$ cat config.mk
export PLATFORM = sky130hd
export DESIGN_NAME = rv_fetch_pq_flat
export DESIGN_NICKNAME = d
export VERILOG_FILES = /design/src/rtl/rv_fetch_pq_pkg.sv /design/src/rtl/rv_fetch_pq_if.sv /design/src/rtl/rv_fetch_fifo.sv /design/src/rtl/rv_fetch_pq_chk.sv /design/src/rtl/rv_fetch_pq.sv /design/src/flat_wrapper.sv
export SDC_FILE = /design/constraint.sdc
export NUM_CORES = 1
export LEC_CHECK = 0
export CORE_ASPECT_RATIO = 0.6
export CORE_MARGIN = 2
export CORE_UTILIZATION = 40
export DETAILED_ROUTE_END_ITERATION = 7
export MAX_ROUTING_LAYER = met4
export PLACE_DENSITY_LB_ADDON = 0.15
export SLEW_MARGIN = 20
export SYNTH_ARGS = -nofsm -noshare
export SYNTH_HDL_FRONTEND = slang
export SYNTH_SLANG_ARGS = --single-unit
$ cat constraint.sdc
create_clock -name clk_i -period 7.65 [get_ports clk_i]
set_clock_uncertainty 0.15 [all_clocks]
set_input_delay 1.53 -clock clk_i [delete_from_list [all_inputs] [get_ports clk_i]]
set_output_delay 1.53 -clock clk_i [all_outputs]
set_load 0.02 [all_outputs]
$ cat src/rtl/rv_fetch_pq_pkg.sv
// Shared constants, queue-entry type and sizing helper for the prefetch-queue
// fetch stage.
package rv_fetch_pq_pkg;

  localparam int unsigned ENTRY_W          = 64;
  localparam logic [31:0] RESET_VECTOR_DEF = 32'h0000_0000;
  localparam logic [31:0] INSN_BYTES       = 32'd4;

  typedef struct packed {
    logic [31:0] pc;
    logic [31:0] ir;
  } fetch_entry_t;

  // Smallest r with 2**r >= value.
  function automatic int unsigned log2_ceil(input int unsigned value);
    int unsigned r;
    r = 32'd0;
    while ((32'd1 << r) < value) begin
      r = r + 32'd1;
    end
    return r;
  endfunction

endpackage

$ cat src/rtl/rv_fetch_pq_if.sv
// Instruction-memory request/response port of the fetch stage.
interface rv_fetch_pq_if;
  logic [31:0] im_addr_o;
  logic        im_rd_o;
  logic        im_stall_i;
  logic [31:0] im_data_i;
  logic        im_valid_i;

  modport master (
    output im_addr_o,
    output im_rd_o,
    input  im_stall_i,
    input  im_data_i,
    input  im_valid_i
  );

  modport slave (
    input  im_addr_o,
    input  im_rd_o,
    output im_stall_i,
    output im_data_i,
    output im_valid_i
  );
endinterface

$ cat src/rtl/rv_fetch_fifo.sv
// Synchronous FIFO holding fetched {pc, ir} entries; flush outranks push and pop.
module rv_fetch_fifo
  import rv_fetch_pq_pkg::*;
#(
  parameter  int unsigned DEPTH = 4,
  parameter  int unsigned WIDTH = ENTRY_W,
  localparam int unsigned AW    = log2_ceil(DEPTH),
  localparam int unsigned CW    = log2_ceil(DEPTH) + 1
) (
  input  logic             clk_i,
  input  logic             rst_n_i,
  input  logic             push_i,
  input  logic             pop_i,
  input  logic             flush_i,
  input  logic [WIDTH-1:0] wdata_i,
  output logic             full_o,
  output logic             empty_o,
  output logic [CW-1:0]    count_o,
  output logic [WIDTH-1:0] head_o
);

  logic [WIDTH-1:0] mem_r [DEPTH];
  logic [AW-1:0]    wr_ptr_r;
  logic [AW-1:0]    rd_ptr_r;
  logic [CW-1:0]    count_r;
  logic             full_s;
  logic             empty_s;
  logic             do_push_s;
  logic             do_pop_s;

  // Qualify push/pop against occupancy and flush.
  always_comb begin
    full_s    = (count_r == CW'(DEPTH));
    empty_s   = (count_r == {CW{1'b0}});
    do_push_s = push_i & ~flush_i & ~full_s;
    do_pop_s  = pop_i & ~flush_i & ~empty_s;
  end

  // Pointer and occupancy registers.
  always_ff @(posedge clk_i or negedge rst_n_i) begin
    if (!rst_n_i) begin
      wr_ptr_r <= {AW{1'b0}};
      rd_ptr_r <= {AW{1'b0}};
      count_r  <= {CW{1'b0}};
    end else if (flush_i) begin
      wr_ptr_r <= {AW{1'b0}};
      rd_ptr_r <= {AW{1'b0}};
      count_r  <= {CW{1'b0}};
    end else begin
      if (do_push_s) wr_ptr_r <= wr_ptr_r + AW'(1'b1);
      if (do_pop_s)  rd_ptr_r <= rd_ptr_r + AW'(1'b1);
      count_r <= count_r + CW'(do_push_s) - CW'(do_pop_s);
    end
  end

  // Entry storage; cleared on reset so the head reads zero out of reset.
  always_ff @(posedge clk_i or negedge rst_n_i) begin
    if (!rst_n_i) begin
      for (int unsigned i = 0; i < DEPTH; i++) begin
        mem_r[i] <= {WIDTH{1'b0}};
      end
    end else if (do_push_s) begin
      mem_r[wr_ptr_r] <= wdata_i;
    end
  end

  assign full_o  = full_s;
  assign empty_o = empty_s;
  assign count_o = count_r;
  assign head_o  = mem_r[rd_ptr_r];

endmodule

$ cat src/rtl/rv_fetch_pq_chk.sv
// Protocol and overflow checks for the prefetch-queue fetch stage.
module rv_fetch_pq_chk #(
  parameter int unsigned CW = 3
) (
  input logic          clk_i,
  input logic          rst_n_i,
  input logic          push_i,
  input logic          full_i,
  input logic          im_valid_i,
  input logic [CW-1:0] outst_i
);

  a_no_overflow: assert property (@(posedge clk_i) disable iff (!rst_n_i)
    !(push_i && full_i))
    else $error("rv_fetch_pq: push into a full prefetch queue");

  a_resp_has_req: assert property (@(posedge clk_i) disable iff (!rst_n_i)
    !(im_valid_i && (outst_i == {CW{1'b0}})))
    else $error("rv_fetch_pq: im_valid_i with no request outstanding");

endmodule

$ cat src/rtl/rv_fetch_pq.sv
// Prefetch-queue fetch stage: keeps up to DEPTH fetches in flight, buffers returned
// words for decode, and on a redirect flushes the queue and drains stale responses.
module rv_fetch_pq
  import rv_fetch_pq_pkg::*;
#(
  parameter int unsigned DEPTH        = 4,
  parameter logic [31:0] RESET_VECTOR = RESET_VECTOR_DEF
) (
  input  logic          clk_i,
  input  logic          rst_n_i,
  rv_fetch_pq_if.master im,
  input  logic          f_stall_i,
  input  logic          f_kill_i,
  output logic [31:0]   f_ir_o,
  output logic [31:0]   f_pc_o,
  output logic          f_ir_valid_o,
  input  logic          x_bra_i,
  input  logic [31:0]   x_pc_bra_i
);

  localparam int unsigned CW = log2_ceil(DEPTH) + 1;
  localparam int unsigned IW = CW + 1;

  logic [31:0]   req_pc_r;
  logic [31:0]   resp_pc_r;
  logic [CW-1:0] outst_r;
  logic [CW-1:0] discard_r;

  logic [CW-1:0] q_count_s;
  logic          q_full_s;
  logic          q_empty_s;
  fetch_entry_t  q_head_s;
  fetch_entry_t  q_wdata_s;
  logic [IW-1:0] inflight_s;
  logic [31:0]   addr_s;
  logic          rd_s;
  logic          acc_s;
  logic          resp_s;
  logic          push_s;
  logic          pop_s;

  // Credit, request, response qualification and queue control.
  always_comb begin
    // A redirect empties the queue this cycle, so only outstanding requests hold credit.
    inflight_s   = {1'b0, (x_bra_i ? {CW{1'b0}} : q_count_s)} + {1'b0, outst_r};
    rd_s         = rst_n_i & (inflight_s < IW'(DEPTH));
    addr_s       = x_bra_i ? x_pc_bra_i : req_pc_r;
    acc_s        = rd_s & ~im.im_stall_i;
    resp_s       = im.im_valid_i & (outst_r != {CW{1'b0}});
    push_s       = resp_s & ~x_bra_i & (discard_r == {CW{1'b0}});
    pop_s        = ~q_empty_s & ~f_stall_i & ~x_bra_i;
    q_wdata_s.pc = resp_pc_r;
    q_wdata_s.ir = im.im_data_i;
  end

  // Request-side address: advances on accept; an unaccepted redirect still retargets.
  always_ff @(posedge clk_i or negedge rst_n_i) begin
    if (!rst_n_i) begin
      req_pc_r <= RESET_VECTOR;
    end else if (acc_s) begin
      req_pc_r <= addr_s + INSN_BYTES;
    end else if (x_bra_i) begin
      req_pc_r <= x_pc_bra_i;
    end else begin
      req_pc_r <= req_pc_r;
    end
  end

  // Outstanding count, stale-response drain counter and response-side PC.
  always_ff @(posedge clk_i or negedge rst_n_i) begin
    if (!rst_n_i) begin
      outst_r   <= {CW{1'b0}};
      discard_r <= {CW{1'b0}};
      resp_pc_r <= RESET_VECTOR;
    end else begin
      outst_r <= outst_r + CW'(acc_s) - CW'(resp_s);
      if (x_bra_i) begin
        discard_r <= outst_r - CW'(resp_s);
        resp_pc_r <= x_pc_bra_i;
      end else if (resp_s && (discard_r != {CW{1'b0}})) begin
        discard_r <= discard_r - CW'(1'b1);
      end else if (resp_s) begin
        resp_pc_r <= resp_pc_r + INSN_BYTES;
      end else begin
        discard_r <= discard_r;
      end
    end
  end

  rv_fetch_fifo #(
    .DEPTH (DEPTH),
    .WIDTH (ENTRY_W)
  ) u_fifo (
    .clk_i   (clk_i),
    .rst_n_i (rst_n_i),
    .push_i  (push_s),
    .pop_i   (pop_s),
    .flush_i (x_bra_i),
    .wdata_i (q_wdata_s),
    .full_o  (q_full_s),
    .empty_o (q_empty_s),
    .count_o (q_count_s),
    .head_o  (q_head_s)
  );

  rv_fetch_pq_chk #(
    .CW (CW)
  ) u_chk (
    .clk_i      (clk_i),
    .rst_n_i    (rst_n_i),
    .push_i     (push_s),
    .full_i     (q_full_s),
    .im_valid_i (im.im_valid_i),
    .outst_i    (outst_r)
  );

  assign im.im_addr_o = addr_s;
  assign im.im_rd_o   = rd_s;
  assign f_ir_o       = q_head_s.ir;
  assign f_pc_o       = q_head_s.pc;
  assign f_ir_valid_o = ~q_empty_s & ~f_kill_i & ~x_bra_i;

endmodule
$ cat src/flat_wrapper.sv
// flat-port wrapper written by rule: the top's interface ports become plain ports
module rv_fetch_pq_flat import rv_fetch_pq_pkg::*;
#(
  parameter int unsigned DEPTH        = 4,
  parameter logic [31:0] RESET_VECTOR = RESET_VECTOR_DEF
)
  (clk_i, rst_n_i, f_stall_i, f_kill_i, f_ir_o, f_pc_o, f_ir_valid_o, x_bra_i, x_pc_bra_i, im_im_addr_o, im_im_rd_o, im_im_stall_i, im_im_data_i, im_im_valid_i);
  rv_fetch_pq_if im_i ();
  input  logic clk_i;
  input  logic rst_n_i;
  input  logic f_stall_i;
  input  logic f_kill_i;
  output logic [31:0] f_ir_o;
  output logic [31:0] f_pc_o;
  output logic f_ir_valid_o;
  input  logic x_bra_i;
  input  logic [31:0] x_pc_bra_i;
  output wire logic [$bits(im_i.im_addr_o)-1:0] im_im_addr_o;
  output wire logic [$bits(im_i.im_rd_o)-1:0] im_im_rd_o;
  input wire logic [$bits(im_i.im_stall_i)-1:0] im_im_stall_i;
  input wire logic [$bits(im_i.im_data_i)-1:0] im_im_data_i;
  input wire logic [$bits(im_i.im_valid_i)-1:0] im_im_valid_i;
  assign im_im_addr_o = im_i.im_addr_o;
  assign im_im_rd_o = im_i.im_rd_o;
  assign im_i.im_stall_i = im_im_stall_i;
  assign im_i.im_data_i = im_im_data_i;
  assign im_i.im_valid_i = im_im_valid_i;
  rv_fetch_pq #(.DEPTH(DEPTH), .RESET_VECTOR(RESET_VECTOR)) u_core (.clk_i(clk_i), .rst_n_i(rst_n_i), .im(im_i), .f_stall_i(f_stall_i), .f_kill_i(f_kill_i), .f_ir_o(f_ir_o), .f_pc_o(f_pc_o), .f_ir_valid_o(f_ir_valid_o), .x_bra_i(x_bra_i), .x_pc_bra_i(x_pc_bra_i));
endmodule
# After elaboration in Yosys (flattened, before gate mapping)
# Index checks and enable logic that the tools add are counted.
[op_classes] addsub=11 order_cmp=4 eq_ne=2 mux=19 bitwise_logic=21 n_reduce_logical=11
[ops] op="256-bit bitwise mux" n=1
[ops] op="64-bit two-way mux" n=3
[ops] op="32-bit two-way mux" n=5
[ops] op="64-bit binary-select mux with 2-bit select" n=1
[ops] op="64-bit demux with 2-bit select" n=1
[ops] op="32-bit by 3-bit adder with 32-bit output (second input constant)" n=2
[ops] op="1-bit AND" n=13
[ops] op="3-bit two-way mux" n=4
[ops] op="3-bit by 1-bit subtractor with 3-bit output" n=3
[ops] op="2-bit two-way mux" n=4
[ops] op="2-bit nonzero test" n=4
[ops] op="3-bit by 1-bit adder with 3-bit output" n=2
[ops] op="3-bit greater-or-equal comparator (second input constant)" n=2
[ops] op="3-bit logical NOT" n=2
[ops] op="1-bit inverter" n=6
[ops] op="2-bit inverter with 3-bit output" n=2
[ops] op="3-bit nonzero test" n=2
[ops] op="2-bit by 1-bit adder with 2-bit output (second input constant)" n=2
[ops] op="3-bit by 3-bit adder with 4-bit output" n=1
[ops] op="4-bit by 3-bit < comparator with 1-bit output (second input constant)" n=1
[ops] op="3-bit equality test (second input constant)" n=1
[ops] op="3-bit by 1-bit < comparator with 1-bit output (second input constant)" n=1
[ops] op="3-bit by 1-bit subtractor with 3-bit output (second input constant)" n=1
[ops] op="1-bit logical AND" n=2
[ops] op="2 further kinds" n=2
[word_totals] ff_bits=333 out_inout_bits=98 word_cells=79

# Longest topological paths before layout
# Gate-level depths: netlist of the first run.
[depth] depth_word=9 mapped_depth=13 mapped_depth_nobuf=13

# Modules after synthesis
# A second synthesis of the first run with hierarchy kept.
[hier_totals] hier_cells=1114 area_unflattened_um2=16188.0
[by_module_without_submodules] mod="rv_fetch_fifo" n_inst=1 cells_each=662 area_per_inst_um2=12065.3 seq_area_each_um2=6581.3
[by_module_without_submodules] mod="rv_fetch_pq" n_inst=1 cells_each=452 area_per_inst_um2=4122.7 seq_area_each_um2=1751.7

# Least setup slack after synthesis of the first run
# OpenSTA, ideal clock, no wires.
[synth_timing] kind="input-to-output" startpoint="in x_bra_i" endpoint="out im_im_rd_o" arrival_ns=3.609 setup_slack_ns=2.361 stages=9 path_buffers=5 path_cell_list="buf_6 buf_2 buf_2 buf_2 clkbuf_1 nor2b_1 ha_1 or4b_4 nor2_1"
[synth_between] elab_chain_cells=4
[synth_rtl] element="start, declared" line="flat_wrapper.sv:16" text="input logic x_bra_i;"
[synth_rtl] element="3-bit two-way mux" line="rv_fetch_pq.sv:45" text="inflight_s = {1'b0, (x_bra_i ? {CW{1'b0}} : q_count_s)} + {1'b0, outst_r};"
[synth_rtl] element="3-bit by 3-bit adder with 4-bit output" line="rv_fetch_pq.sv:45"
[synth_rtl] element="4-bit by 3-bit < comparator with 1-bit output" line="rv_fetch_pq.sv:46" text="rd_s = rst_n_i & (inflight_s < IW'(DEPTH));"
[synth_rtl] element="1-bit AND" line="rv_fetch_pq.sv:46"
[synth_rtl] element="end, declared" line="flat_wrapper.sv:19" text="output wire logic [$bits(im_i.im_rd_o)-1:0] im_im_rd_o;"
# No other way between the ends.

# Worst setup path after layout of the first run
[layout_timing] startpoint="in x_bra_i" endpoint="out im_im_addr_o[21]"
[layout_between] elab_chain_cells=1
[layout_rtl] element="32-bit two-way mux"
[layout_rtl] element="end, declared" line="flat_wrapper.sv:18" text="output wire logic [$bits(im_i.im_addr_o)-1:0] im_im_addr_o;"
# No other way between the ends.

==> results of run 1 <==
## cell usage after synthesis (2+ instances only)
cell type  instances
o21ai_1            6
nand2b_1           3
fa_1               2
xnor2_1           32
buf_12            28
o31a_1             2
buf_2             17
and3_1             7
mux2i_1           13
nand3_1           22
nand4_2            3
and4_1             3
nor2b_1            3
nand4b_1           6
and2_4             4
buf_1              4
a21oi_1            5
buf_6              3
nand4_1           23
ha_1              17
nor2_1            20
nor3_2             4
clkbuf_1          17
mux2_2            26
o31ai_1            3
nor3_1             6
dfrtp_1          333
mux2_4           240
xor2_1            33
inv_1             41
mux4_2            64
nand2_1           58
o21ai_0           44
## sequential cells by signal (all words and copies together), names as in the netlist
name                    cells
u_core.discard_r            3
u_core.u_fifo.wr_ptr_r      2
u_core.outst_r              3
u_core.u_fifo.mem_r       256
u_core.req_pc_r            32
u_core.u_fifo.count_o       3
u_core.u_fifo.rd_ptr_r      2
u_core.resp_pc_r           32
## worst max path at each step
stage	start	cells after the start	endpoint
5_1_grt	x_bra_i	5	im_im_addr_o[21]
3_3_place_gp	x_bra_i	5	im_im_addr_o[21]
2_1_floorplan	x_bra_i	9	im_im_rd_o
6_report	x_bra_i	5	im_im_addr_o[21]
3_5_place_dp	x_bra_i	5	im_im_addr_o[21]
4_1_cts	x_bra_i	5	im_im_addr_o[21]
## logic make-up (layout without fill, tap and decap cells)
family	count (synthesis)	after routing	share of synthesized area
xor+xnor	65	65	0.0336
compound gates	66	66	0.0246
buf+inv	110	285	0.0538
fa+ha+maj	19	19	0.0149
mux	343	343	0.323
flops	333	333	0.492
simple gates	173	173	0.0586
## per-layer routing
layer	up-vias	share of wire
met5	-	0
met4	0	0.014
met3	46	0.034
met2	140	0.45
met1	4928	0.51
li1	4269	-
## worst reg2reg max path: stages, from the launching register on
cell	delay, ns
dfrtp_1	0.36
inv_1	0.08
ha_1	0.15
ha_1	0.28
nand3_4	0.14
a211oi_4	0.48
and2_4	0.91
buf_4	0.58
mux2_2	0.40
## layout make-up
type | count | area (um^2)
Multi-Input combinational cell | 666 | 7700
Clock buffer | 50 | 1020
Fill cell | 3621 | 21900
Timing Repair Buffer | 181 | 1780
Inverter | 41 | 154
Sequential cell | 333 | 8340
Clock inverter | 13 | 209
Tap cell | 570 | 713
## power breakdown
group | leakage [nW] | switching [mW] | total [mW] | internal (mW)
Clock | 0.593 | 0.735 | 1.84 | 1.11
Sequential | 4.44 | 0.231 | 2.23 | 2.00
Combinational | 3.74 | 0.711 | 1.66 | 0.945
Total | 8.78 | 1.68 | 5.73 | 4.05
==> flow_results.org, run 1 <==
** Clocking
- Post-cts repair resize count :: 0
- The number of hold buffers added after CTS was 0.
- CTS saw 333 sinks.
- Root Buffer :: clkbuf_16
- Number of H-tree branching levels :: 2
- Counting the buffers created by CTS gives 36.
- Source-to-sink clock delay at the later pin of the worst-skew pair :: 0.53 ns
- Clock-pin slew was measured on the worst setup and hold paths at 0.06 ns.
- No sink is reached through more buffers than the 3 on the longest clock path.
- Post CTS Setup Buffer Count :: 0
- TritonCTS built the clock tree.

** Route
- Wire per inst :: between 20 and 25 um
- After detailed routing, the number of remaining DRC violations is 0.
- Wires add up to 38300 um.
- For this block, the initial DRC count from the detailed router was approximately 600.
- In the routed layout, each cell is associated on average with a via count of 5.06.
- The final route contains 9383 vias.
- The first detailed-routing pass took 5 iterations.
- Number of routed nets with antenna violations :: 0

** Cells and area
- For this run, the number of standard cells in the final layout without fillers is 1854.
- Layout overhead on the synthesized area :: 17.6%
- Once layout is complete, the utilization of the core stands at 0.477.
- In the layout the commonest cells are dfrtp_1 (331), mux2_4 (240), clkdlybuf4s50_1 (166).
- The repair_antennas step left the layout with diodes totalling 0.
- The library cell used most frequently in the layout, excluding fill and tap cells, is dfrtp_1.
- Share of cells above drive strength 1 :: 0.333
- Final layout net count :: around 1.3k
- Summing all non-filler instances in the final layout gives an area of between 15000 and 20000 um^2.

** Timing
- Slack of the critical path :: 1.99 ns
- Worst-Margin Slew :: 1.07 ns
- Crit share post-route :: 0.740
- Setup repair after global routing left no endpoint under its margin.
- In this run the tightest slew margin relative to its limit is 0.285.
- Clock period minus worst slack :: between 5 and 6 ns
- The final max-slew violation count came to 0.
- Worst hold slack across all endpoints :: 0.354 ns
- Setup violations remaining at the end of the flow were counted as 0.
- Number of failing hold endpoints at the final stage :: 0
- Maximum clock rate :: 0.177 GHz
- In the final timing run, aggregate negative setup slack is 0 ns.

** Setup path
- Largest stage delay on the critical path :: ~0.65 ns
- Worst EP arrival :: 3.98 ns
- Endpoint class of the critical path :: output port
- Origin of the critical flop-to-flop path :: u_core.discard_r[0]$_DFFE_PN0P_
- The number of buffers and inverters on the critical path is 4.
- Of all nets on the critical path, the largest fanout is 68.
- Startpoint class of the critical path :: primary input
- For flop-to-flop paths, the worst setup slack is around 4.0 ns.
- Required time of the critical path :: 5.97 ns
- Family with the most delay on the worst path :: buffers and inverters
- Walking the worst path, the cells encountered are buf_4 > buf_4 > mux2i_1 > inv_1 > clkdlybuf4s50_1.
- Critical register-to-register path endpoint :: u_core.u_fifo.mem_r[63]$_DFFE_PN0P_
- The number of cells on the worst reg-to-reg path is 8.
- The most numerous cell type found on the critical path is buf_4.
- For this design, the slowest cell found on the critical path is buf_4.
- Kind of critical path :: primary input to output port

** Logic synthesis
- Of the synthesized area, sequential elements account for 0.492.
- The mapped netlist covers 16900 um^2.
- In the synthesized netlist the async set-or-reset flop fraction comes to 1.00.
- The share of synthesized area in the top cell type comes to 0.492.
- Post-synthesis net count :: 1199
- Top area cells in the synthesized netlist :: dfrtp_1 (49%), mux2_4 (21%), mux4_2 (8.5%), buf_12 (3.3%), mux2_2 (1.7%)
- After synthesis, the mean cell area works out to 15.3 um^2.
- Cell count after synthesis :: around 1.1k
- Main flop type after synthesis :: dfrtp_1
- The synthesized design contains 0 enable-type register cells.
- Yosys mapped the design onto 50 distinct sky130hd cell types.
- Yosys Warn Count :: 0
- The largest total area in the synthesized netlist belongs to dfrtp_1.
- Counting flops and latches in the post-synthesis netlist gives 333.

** GRT
- Number of global-route vias before repair :: ~10k
- For this run, global-route usage on met1 was measured as 0.271.
- Maximum number of pins on one net before global-route repair :: 102
- Total global routing overflow :: 0
- The first global-routing pass estimated 61700 um of wire.
- GR Util All Layers :: 0.184
- For met2 alone, demand over resource in global routing was 0.269.
- In this run the most used layer during global routing was met1.
- For this run, global-route usage on met3 was measured as 0.0291.
- The number of antenna violations at the first check in global routing came to 0.

** Run
- Number of maximum-capacitance violations :: 0

** Placement
- Input and output buffers added on the ports amount to around 170.
- Before CTS, the worst setup slack after placement is 2.02 ns.
- Instance count after placement with tap cells included :: 1791
- Weighted congestion at the end of routability-driven global placement :: 0.795
- Final HPWL DP :: 24100 um
- Area after DPL :: 18700 um^2

** Status
- Run status :: completed

** Floorplan
- Standard-cell rows :: 58
- Die area :: 44100 um^2
- The initial utilization of the core area, before any placement, comes to 0.405.
- Die Width :: around 270 um
- Measured along the y axis, the die boundary spans 163 um.
- I/O pin total :: 169
- Core outline area :: 41800 um^2

** Power and ir drop
- Sum of internal, switching and leakage power :: 5.73 mW
- VDD sags by at most 175 uV.
- The analysis attributes to cell leakage a power of 8.78 nW.
- Power spread over the standard cell area amounts to 288 nW/um^2.

** Worst hold path
- The worst hold path belongs to the class flop to flop.
- Hold Path End :: u_core.u_fifo.mem_r[132]$_DFFE_PN0P_
- Cell count of the worst hold path :: 1
- The startpoint identified for the worst hold timing path is u_core.u_fifo.mem_r[132]$_DFFE_PN0P_.
(Power assumes the default switching activity.)
==> run 2: changes to the inputs <==
Clock period 7.65 ns to 4.71 ns, I/O delays scaled along.
==> flow_results.org, run 2 (synthesis results as in run 1) <==
** Setup path
- Origin of the critical flop-to-flop path :: u_core.discard_r[0]$_DFFE_PN0P_
- Crit path cell chain :: buf_4 > nor2b_1 > ha_1 > or4b_4 > nor2_1 > clkdlybuf4s50_1
- Number of buffers and inverters on the critical path :: 2 (-2)
- Family with the most delay on the worst path :: buffers and inverters
- The number of cells traversed by the worst register-to-register path is 8 (unchanged).
- Kind of critical path :: primary input to output port
- Largest stage delay on the critical path :: 0.62 ns (-0.03 ns)
- Worst EP arrival :: 2.96 ns (-1.02 ns)
- The worst reg-to-reg setup slack was 1.66 ns (-2.34 ns).
- STA classifies the critical path startpoint as a primary input.
- Maximum fanout encountered on the critical timing path :: 42 (-38%)
- The worst register-to-register path ends at u_core.u_fifo.mem_r[163]$_DFFE_PN0P_.
- STA classifies the critical path endpoint as an output port.
- The data required time of the critical path was 3.62 ns (-2.35 ns).
- The critical path ends at im_im_rd_o.
- The cell count along the critical path was 6 (+1).
- Crit path max-delay cell type :: clkdlybuf4s50_1
- The critical path starts at x_bra_i.

** Route
- WL final :: 38500 um (+0.36%)
- Detailed-routing wirelength on met1 :: 19800 um (+1.8%)
- Highest routed layer :: met4
- Via/cell ratio :: 5.05 (-0.21%)
- Count of routing violations after the opening detailed-route iteration :: 566 (-4.1%)
- Wire per inst :: 20.7 um (about the same)
- Vias after detailed routing :: 9404 (+0.22%)
- The met3 wire length is 1250 um (-4.1%).
- Post-route DRC :: 0 (unchanged)
- The first-pass iteration count of the detailed router was 5 (unchanged).
- Number of routed nets with antenna violations :: 0 (unchanged)
- DR WL met2 :: 17000 um (-0.28%)

** Run
- The max-capacitance violation count is 0 (unchanged).

** GRT
- Initial antenna violation count :: 0 (unchanged)
- Maximum number of pins on one net before global-route repair :: 167 (+64%)
- GR Util All Layers :: 0.183 (-0.000713)
- The total global routing overflow was 0 (unchanged).
- Number of global-route vias before repair :: 10.0k (-0.62%)
- The first-pass GRT wire length is 61300 um (-0.67%).

** Clocking
- Post-cts repair resize count :: 0 (unchanged)
- The cell sitting at the root of the clock tree is a clkbuf_16.
- The clock insertion delay at the later pin of the skew report came to 0.53 ns (about the same).
- Post-CTS Hold Buffers :: 0 (unchanged)
- The number of buffers on the longest clock path came to 3 (unchanged).
- The count of H-tree levels built during CTS is 2 (unchanged).
- The number of sinks handled by clock tree synthesis was 333 (unchanged).
- Clock-pin slew of the registers on the worst-case setup and hold paths :: 0.06 ns (about the same)
- TritonCTS clock tree :: built
- The number of buffers inserted by post-CTS setup repair is 0 (unchanged).
- Number of buffers created by CTS :: 36 (unchanged)

** Power and ir drop
- Max IR drop VDD :: 225 uV (+28%)
- The power density of the placed cells is 460 nW/um^2 (+60%).
- The leakage power summed over all cells was 8.85 nW (+0.82%).

** Placement
- The total cell area at the placement stage is 18900 um^2 (+0.98%).
- The number of buffers added on ports came to 168 (unchanged).
- Weighted congestion at the end of routability-driven global placement :: 0.797 (+0.26%)
- Post-placement setup slack :: 0.656 ns (-1.36 ns)
- The post-detailed-placement half-perimeter wirelength was 24100 um (about the same).

** Timing
- In the finished design, the share of the clock period the worst path needs comes to 0.860.
- The final-report setup violation count is 0 (unchanged).
- Slack of the critical path :: 0.659 ns (-1.33 ns)
- Unrepaired setup endpoints after global routing :: no
- The max-slew headroom at the worst pin came to 0.334 (+0.0484).
- The worst path needs 4.05 ns of the cycle, external delays included.
- Worst-Margin Slew :: 0.999 ns (-0.0667 ns)
- The final worst hold slack was 0.0979 ns (-0.256 ns).
- The final max-slew violation count is 0 (unchanged).
- The aggregate negative setup slack is 0 ns (unchanged).
- Maximum clock rate :: 0.247 GHz
- The final-report hold violation count was 0 (unchanged).

** Floorplan
- The core footprint was 41800 um^2 (unchanged).
- The initial cell density of the core is 0.405 (unchanged).
- The vertical die dimension is 163 um (unchanged).
- Die Width :: 270 um (unchanged)
- Standard-cell rows :: 58 (unchanged)
- The number of top-level pins is 169 (unchanged).
- Die area :: 44100 um^2 (unchanged)

** Cells and area
- Share of cells above drive strength 1 :: 0.337 (+0.00335)
- The number of antenna repair diodes is 0 (unchanged).
- The area growth from synthesis to layout is 18.5%.
- In the final layout, the registers with the most flip-flops are u_core.u_fifo.mem_r (256), u_core.req_pc_r (32), u_core.resp_pc_r (32).
- The register area was 8340 um^2 (unchanged).
- The area used by multi-input combinational logic came to 7700 um^2 (unchanged).
- The library cell used most frequently in the layout, excluding fill and tap cells, is dfrtp_1.
- The number of fill cells in the layout was 3625 (+0.11%).
- The post-route standard cell area excluding fillers is 20100 um^2 (+0.74%).
- Top library cells by usage in the layout, fill and taps aside :: dfrtp_1 (331), mux2_4 (240), clkdlybuf4s50_1 (166)
- Final layout net count :: 1355 (+0.44%)
- The number of flip-flops under the largest register name is 256 (unchanged).
- Register with the highest flop count :: u_core.u_fifo.mem_r

** Status
- The run finished with clean final reports.

** Worst hold path
- Worst min path class :: primary input to async pin
[run 2: through the flow]
step            util  power, mW  instances
2_1_floorplan      -       5.28       1109
3_3_place_gp   0.452       6.40       1797
3_5_place_dp   0.452       6.42       1797
4_1_cts        0.480       9.38       1862
5_1_grt        0.480       9.69       1862
6_report       0.480       9.23       1862
[run 2: per-layer routing]
layer,GRT usage,vias up
li1,-,4297
met5,-,-
met2,0.266,135
met1,0.273,4934
met3,0.0294,38
met4,0.0323,0
[run 2: how the worst min path moves through the flow]
| stage | startpoint | to | slack (ns) |
|---|---|---|---|
| floorplan | u_core.u_fifo.mem_r[127]$_DFFE_PN0P_ | u_core.u_fifo.mem_r[127]$_DFFE_PN0P_ | 0.33 |
| global placement | u_core.u_fifo.mem_r[2]$_DFFE_PN0P_ | u_core.u_fifo.mem_r[2]$_DFFE_PN0P_ | 0.34 |
| detailed placement | u_core.u_fifo.mem_r[71]$_DFFE_PN0P_ | u_core.u_fifo.mem_r[71]$_DFFE_PN0P_ | 0.34 |
| CTS | rst_n_i | u_core.outst_r[2]$_DFF_PN0_ | 0.08 |
| global route | rst_n_i | u_core.outst_r[2]$_DFF_PN0_ | 0.09 |
| finish | rst_n_i | u_core.discard_r[2]$_DFFE_PN0P_ | 0.1 |
[run 2: cell type report]
type,count,share of cell area
multi-input cells,666,0.384
flip-flops and latches,333,0.415
well taps,570,0.0355
repair buffers,187,0.0978
clock buffers,53,0.0526
clock inverters,12,0.00711
inverters,41,0.00767
[run 2: power by group]
group | internal [mW] | switching (mW) | total, mW
combinational | 1.55 | 1.20 | 2.75
clock | 1.72 | 1.16 | 2.89
sequential | 3.25 | 0.342 | 3.59
total | 6.52 | 2.71 | 9.23
[run 2: worst register-to-register path, stage by stage (launching register included)]
cell and delay, ns:
dfrtp_1 0.35, inv_1 0.09, ha_1 0.15, ha_1 0.29
nand3_4 0.14, a211oi_4 0.43, and2_4 0.58, buf_4 0.41
mux2_4 0.34
==> run 3: changes to the inputs <==
Settings changed: TNS_END_PERCENT set to 20.
==> results of run 3 <==
Same layout as run 2: the final DEF is identical, and so are final timing and power.
